`src/rtl/fifo_cov_monitor.sv`:
```
// Passive FIFO monitor: shadow occupancy, handshake protocol checks and per-occupancy coverage.
// Define MON_DATA_CHECK_EN to add a shadow data queue that checks dequeue ordering (error code 5).
module fifo_cov_monitor #(
   parameter int WIDTH_P = 8,
   parameter int CAP_P   = 16
) (
   input  logic                     clk_i,
   input  logic                     reset_i,
   input  logic                     enq_valid_i,
   input  logic                     enq_ready_i,
   input  logic [WIDTH_P-1:0]       enq_data_i,
   input  logic                     deq_valid_i,
   input  logic                     deq_yumi_i,
   input  logic [WIDTH_P-1:0]       deq_data_i,
   output logic [$clog2(CAP_P):0]   occ_o,
   output logic [3*(CAP_P+1)-1:0]   covers_o,
   output logic                     all_covered_o,
   output logic                     err_o,
   output logic [2:0]               err_code_o
);

   localparam int OCC_W = $clog2(CAP_P) + 1;
   localparam int COV_W = CAP_P + 1;
   localparam logic [OCC_W-1:0] OCC_FULL  = OCC_W'(CAP_P);
   localparam logic [OCC_W-1:0] OCC_EMPTY = '0;

   // Coverage bits that legal traffic can actually reach at each occupancy.
   localparam logic [COV_W-1:0] ENQ_MASK  = {1'b0, {CAP_P{1'b1}}};
   localparam logic [COV_W-1:0] DEQ_MASK  = {{CAP_P{1'b1}}, 1'b0};
   localparam logic [COV_W-1:0] BOTH_MASK = {1'b0, {(CAP_P-1){1'b1}}, 1'b0};

   typedef enum logic [2:0] {
      ERR_NONE           = 3'd0,
      ERR_READY_MISMATCH = 3'd1,
      ERR_VALID_MISMATCH = 3'd2,
      ERR_OVERFLOW       = 3'd3,
      ERR_UNDERFLOW      = 3'd4,
      ERR_DATA_MISMATCH  = 3'd5
   } err_code_t;

   logic             enq_fire;
   logic             deq_fire;
   logic             enq_only;
   logic             deq_only;
   logic             both_fire;
   logic             is_full;
   logic             is_empty;
   logic [OCC_W-1:0] occ_q;
   logic [OCC_W-1:0] occ_next;
   logic [COV_W-1:0] occ_onehot;
   logic [COV_W-1:0] enqs_q;
   logic [COV_W-1:0] deqs_q;
   logic [COV_W-1:0] boths_q;
   logic             ready_mismatch;
   logic             valid_mismatch;
   logic             overflow;
   logic             underflow;
   logic             data_mismatch;
   err_code_t        first_code;
   logic             err_q;
   err_code_t        err_code_q;

   assign enq_fire  = enq_valid_i & enq_ready_i;
   assign deq_fire  = deq_yumi_i;
   assign enq_only  = enq_fire & ~deq_fire;
   assign deq_only  = deq_fire & ~enq_fire;
   assign both_fire = enq_fire & deq_fire;

   assign is_full    = (occ_q == OCC_FULL);
   assign is_empty   = (occ_q == OCC_EMPTY);
   assign occ_onehot = {{(COV_W-1){1'b0}}, 1'b1} << occ_q;

   // Saturating occupancy; simultaneous enq and deq leave it unchanged.
   always_comb begin
      occ_next = occ_q;
      if (enq_only && !is_full) begin
         occ_next = occ_q + 1'b1;
      end else if (deq_only && !is_empty) begin
         occ_next = occ_q - 1'b1;
      end
   end

   always_ff @(posedge clk_i or posedge reset_i) begin
      if (reset_i) begin
         occ_q   <= '0;
         enqs_q  <= '0;
         deqs_q  <= '0;
         boths_q <= '0;
      end else begin
         occ_q <= occ_next;
         if (enq_only) begin
            enqs_q <= enqs_q | occ_onehot;
         end
         if (deq_only) begin
            deqs_q <= deqs_q | occ_onehot;
         end
         if (both_fire) begin
            boths_q <= boths_q | occ_onehot;
         end
      end
   end

   assign ready_mismatch = enq_ready_i != !is_full;
   assign valid_mismatch = deq_valid_i != !is_empty;
   assign overflow       = enq_fire & ~deq_fire & is_full;
   assign underflow      = deq_yumi_i & is_empty;

`ifdef MON_DATA_CHECK_EN
   localparam int PTR_W = $clog2(CAP_P);

   logic [WIDTH_P-1:0] shadow_mem [CAP_P];
   logic [PTR_W-1:0]   wr_ptr;
   logic [PTR_W-1:0]   rd_ptr;
   logic               pop;

   // The head is read before the edge, so a push into the same slot when full cannot corrupt it.
   assign pop           = deq_fire & ~is_empty;
   assign data_mismatch = pop & (deq_data_i != shadow_mem[rd_ptr]);

   always_ff @(posedge clk_i or posedge reset_i) begin
      if (reset_i) begin
         wr_ptr <= '0;
         rd_ptr <= '0;
      end else begin
         if (enq_fire) begin
            wr_ptr <= wr_ptr + 1'b1;
         end
         if (pop) begin
            rd_ptr <= rd_ptr + 1'b1;
         end
      end
   end

   always_ff @(posedge clk_i) begin
      if (enq_fire) begin
         shadow_mem[wr_ptr] <= enq_data_i;
      end
   end
`else
   logic unused_data;

   assign unused_data   = ^{enq_data_i, deq_data_i};
   assign data_mismatch = 1'b0;
`endif

   // Lowest-numbered firing check wins when several fire together.
   always_comb begin
      first_code = ERR_NONE;
      if (ready_mismatch) begin
         first_code = ERR_READY_MISMATCH;
      end else if (valid_mismatch) begin
         first_code = ERR_VALID_MISMATCH;
      end else if (overflow) begin
         first_code = ERR_OVERFLOW;
      end else if (underflow) begin
         first_code = ERR_UNDERFLOW;
      end else if (data_mismatch) begin
         first_code = ERR_DATA_MISMATCH;
      end
   end

   always_ff @(posedge clk_i or posedge reset_i) begin
      if (reset_i) begin
         err_q      <= 1'b0;
         err_code_q <= ERR_NONE;
      end else if (!err_q && (first_code != ERR_NONE)) begin
         err_q      <= 1'b1;
         err_code_q <= first_code;
      end
   end

   assign occ_o         = occ_q;
   assign covers_o      = {enqs_q, deqs_q, boths_q};
   assign all_covered_o = ((enqs_q & ENQ_MASK) == ENQ_MASK)
                        & ((deqs_q & DEQ_MASK) == DEQ_MASK)
                        & ((boths_q & BOTH_MASK) == BOTH_MASK);
   assign err_o         = err_q;
   assign err_code_o    = err_code_q;

endmodule
```
`config.mk`:
```
export PLATFORM = sky130hd
export DESIGN_NAME = fifo_cov_monitor
export DESIGN_NICKNAME = d
export VERILOG_FILES = /design/src/rtl/fifo_cov_monitor.sv
export SDC_FILE = /design/constraint.sdc
export NUM_CORES = 1
export LEC_CHECK = 0
export ABC_AREA = 1
export BUFFER_PORTS_ARGS = -buffer_cell sky130_fd_sc_hd__buf_2
export CAP_MARGIN = 20
export CORE_MARGIN = 3
export CORE_UTILIZATION = 50
export CTS_CLUSTER_DIAMETER = 80
export DETAILED_ROUTE_END_ITERATION = 12
export GPL_TIMING_DRIVEN = 0
export PLACE_DENSITY = 0.79
export SLEW_MARGIN = 20
export SYNTH_ARGS = -nofsm -noshare
export SYNTH_HDL_FRONTEND = slang
export SYNTH_SLANG_ARGS = --single-unit
```
`constraint.sdc`:
```
create_clock -name clk_i -period 5.9 [get_ports clk_i]
set_clock_uncertainty 0.15 [all_clocks]
set_input_delay 0.295 -clock clk_i [delete_from_list [all_inputs] [get_ports clk_i]]
set_output_delay 0.295 -clock clk_i [all_outputs]
set_load 0.03 [all_outputs]
```
==> reports/metrics.sh <==
STATUS='finished, final reports clean'
MIN-DELAY-PATH-CLASS='in2reg'
CLKSLEWWORSTSETUPHOLDPATHS_NS=0.06
GLOBALROUTEOVERFLOWTOTAL=0
CTS_TREE='yes'
ROUTABILITYCONGESTION=0.810
FINAL_UTIL_PCT=65.4
CRITICALPATHCATEGORY='reg2reg'
ROUTE.FINAL.WIRE_LENGTH_UM=5970
IO_PINS=83
POST-ROUTE-MIN-PERIOD_NS=2.24
GRT_ANTENNA_BEFORE_REPAIR=0
GRT_USE_MET3_PCT=3.48
TRACK_USAGE_PCT=21.4
TRITONCTS.NUM_BUFFERS=9
SYN2LAYOUT_AREA_GROWTH_PCT=23.7
GRT_PASS1_VIAS=2013
ANT_NETS=0
POSTSYNTHREGISTERBITS=60
FLOORPLAN.INITIALDENSITY_PCT=52.9
DIE_AREA_UM2=5990
PLACED_CELLS=377
WORST_SKEW_PAIR_LATENCY_NS=0.32
WL_PER_CELL_UM=15.2
INITIALDRTVIOLATIONCOUNT=160
GRT_FIRST_PASS_WIRELENGTH_UM=9970
WORSTPATHARRIVAL_NS=2.31
POST_SYNTH.CELL_AREA_AVG_UM2=10.4
CRIT_REQUIRED_NS=5.97
MOSTFREQUENTLAYOUTCELLS='buf_2 (67), dfrtp_1 (60), o21bai_1 (37)'
SYNTH.DISTINCT_CELLS=27
SLOWEST_STAGE='dfrtp_1'
CRITICAL_PATH.MAX_STAGE_DELAY_NS=0.50
FIN_CELLS=392
POST-ROUTE-PERIOD-UTIL_PCT=38.0
MAPPEDNETLISTNETS=270
FILLER_CELL_COUNT=424
CLOCK_TREE.BUFFER_DEPTH=2
CRITPATHTOPFAMILY='simple AND/OR/NAND/NOR gates'
GRT_UTIL_MET2_PCT=32.8
CRIT_PATH_CAPTURE_TYPE='register'
MAX_SLEW.WORST_PIN.SLEW_NS=0.721
CORE.ROWCOUNT=25
FP.DIEW_UM=77.4
LEAKAGE_uW=0.00154
DIE_Y_UM=77.4
SETUP.WORST_PATH.START_CLASS='register'
TIMING.CRITICAL_PATH.FANOUT_MAX=8
DRIVE_GT1_SHARE_PCT=29.8
TIMING.CRITICAL_PATH.CELLS='nor2_4, nand3_2, nand2_2, fa_1, inv_1, o21ai_0, nand2_1, nand2_1, nand2_1, nand2_1, xor2_1, inv_1'
AREA_TAKEN_BY_MULTI_INPUT_LOGIC_GATES_UM2=917
MAX_SLEW_MARGIN_PCT=51.9
HOLD_VIOL_FINAL=0
BUSIEST_LAYER='met2'
SETUP_VIOL_COUNT_FINAL=0
DRC_ERRORS=0
MAXCAPVIOLATIONS=0
SYNTH_WARNINGS=0
TIMING.SETUP.TNS_NS=0
FINALNETCOUNT=348
DETAIL_ROUTE.VIAS_PER_CELL=5.38
PEAKVDDDROP_uV=321
SYNTHESIS.AREA_UM2=2550
ANTENNA_CELLS=0
FMAX_GHz=0.446
POWER_PER_CELL_AREA_nW_PER_UM2=564
MOSTFREQUENTLAYOUTCELL='buf_2'
NUM_VIAS=2108
CORE-AREA_UM2=4820
CTS_RESIZED=0
DETAILEDROUTE.FIRSTPASSITERATIONCOUNT=4
PLACE.PORT_BUFFERS=66
POST-DP-HPWL_UM=4380
CRITICAL_PATH.N_BUFFERS_INVERTERS=2
CRIT_PATH_FREQUENT_CELL='nand2_1'
SLEW_VIOL_FINAL=0
CTSHTREEMAXLEVEL=3
CTS-ROOT-BUF='clkbuf_8'
UNREPAIRED_SETUP_ENDPOINTS_AFTER_GLOBAL_ROUTING='false'
USE_MET1_PCT=30.4
CTS_POST_SETUP_BUFFERS_INSERTED=0
LARGEST_NET_DEGREE_AT_THE_START_OF_GLOBAL_ROUTING=61
SYNTH-SEQ-AREA-SHARE_PCT=58.9
AREA.SEQUENTIAL_UM2=1500
SYNTHESIS.INSTANCES=244
CLOCK-SINKS=60
==> cell type report <==
type	instances	area share, %
Inverter	31	3.77
Clock inverter	1	0.238
Sequential cell	60	47.7
Buffer	3	0.397
Clock buffer	13	5.36
Timing Repair Buffer	67	10.8
Multi-Input combinational cell	150	29.1
Tap cell	67	2.66
==> power breakdown <==
group / internal, µW / leakage (µW) / switching (µW)
combinational: 233 / 0.000758 / 525
clock: 182 / 0.0000876 / 148
sequential: 550 / 0.000694 / 139
==> worst paths after layout <==
path / from / endpoint / slack, ns / cells past startpoint
max in group asynchronous: reset_i / deqs_q[15] / 4.63 / 3
worst min register to register: err_code_o[1] / err_code_o[1] / 0.32 / 2
worst min-delay path: enq_ready_i / err_code_o[0] / 0.15 / 4
worst max-delay path: occ_o[0] / occ_o[4] / 3.66 / 12
min in group asynchronous: reset_i / enqs_q[0] / 0.50 / 3
worst max register to register: occ_o[0] / occ_o[4] / 3.66 / 12
==> flip-flops by register name, indices dropped and copies added (netlist names) <==
| name | count |
|---|---|
| occ_o | 5 |
| err_code_o | 3 |
| deqs_q | 17 |
| err_o | 1 |
| enqs_q | 17 |
| boths_q | 17 |
==> through the flow <==
step	cell area, µm²	setup WS, ns	hold WS, ns	total power, µW
finish	3150	3.66	0.155	1780
global route	3150	3.42	0.172	1870
CTS	3150	3.65	0.148	1780
detailed placement	2960	3.68	0.308	1450
global placement	2960	3.32	0.305	1430
floorplan	2550	3.71	0.323	1210
==> repair_timing <==
| item | in CTS | in global routing |
|---|---|---|
| hold endpoints to repair | 60 | 0 |
| setup endpoints to repair | 0 | 0 |
| hold buffers | 1 | 0 |
==> cells in the mapped netlist <==
cell type,count,area (µm²)
dfrtp_1,60,1500
o21bai_1,37,278
nand2_1,36,135
inv_1,28,105
o21ai_0,18,90.1
nand4_1,11,68.8
nor3_1,8,40.0
nor2_1,7,26.3
nand3_1,5,25.0
nand2_2,4,25.0
nor4_1,4,25.0
ha_1,3,37.5
inv_2,3,11.3
nand3_2,3,30.0
nor2_4,3,33.8
a21oi_1,2,10.0
xor2_1,2,17.5
and2_1,1,6.26
buf_1,1,3.75
buf_2,1,5.00
clkbuf_1,1,3.75
fa_1,1,20.0
nand3_4,1,17.5
nand3b_1,1,7.51
nor2_2,1,6.26
o21ai_2,1,8.76
xnor2_1,1,8.76
==> cells by family (layout without fill, tap and decap cells) <==
kind of cell | count (synthesis) | in the layout | synth area share, %
buf+inv | 34 | 115 | 5.06
simple gates | 85 | 85 | 17.5
fa+ha+maj | 4 | 4 | 2.26
xor+xnor | 3 | 3 | 1.03
flops | 60 | 60 | 58.9
compound gates | 58 | 58 | 15.2
==> layer usage <==
metal / share of wire, % / routed length, µm
met5: 0 / 0
met4: 1.8 / 107
met3: 7.1 / 424
met2: 46 / 2720
met1: 46 / 2720
==> worst register-to-register path, stage by stage, from the launching register on <==
cell,delay [ns]
dfrtp_1,0.50
nor2_4,0.24
nand3_2,0.17
nand2_2,0.18
fa_1,0.21
inv_1,0.05
o21ai_0,0.17
nand2_1,0.09
nand2_1,0.06
nand2_1,0.04
nand2_1,0.07
xor2_1,0.14
inv_1,0.05
No activity file was read; power rests on OpenSTA's default activity.
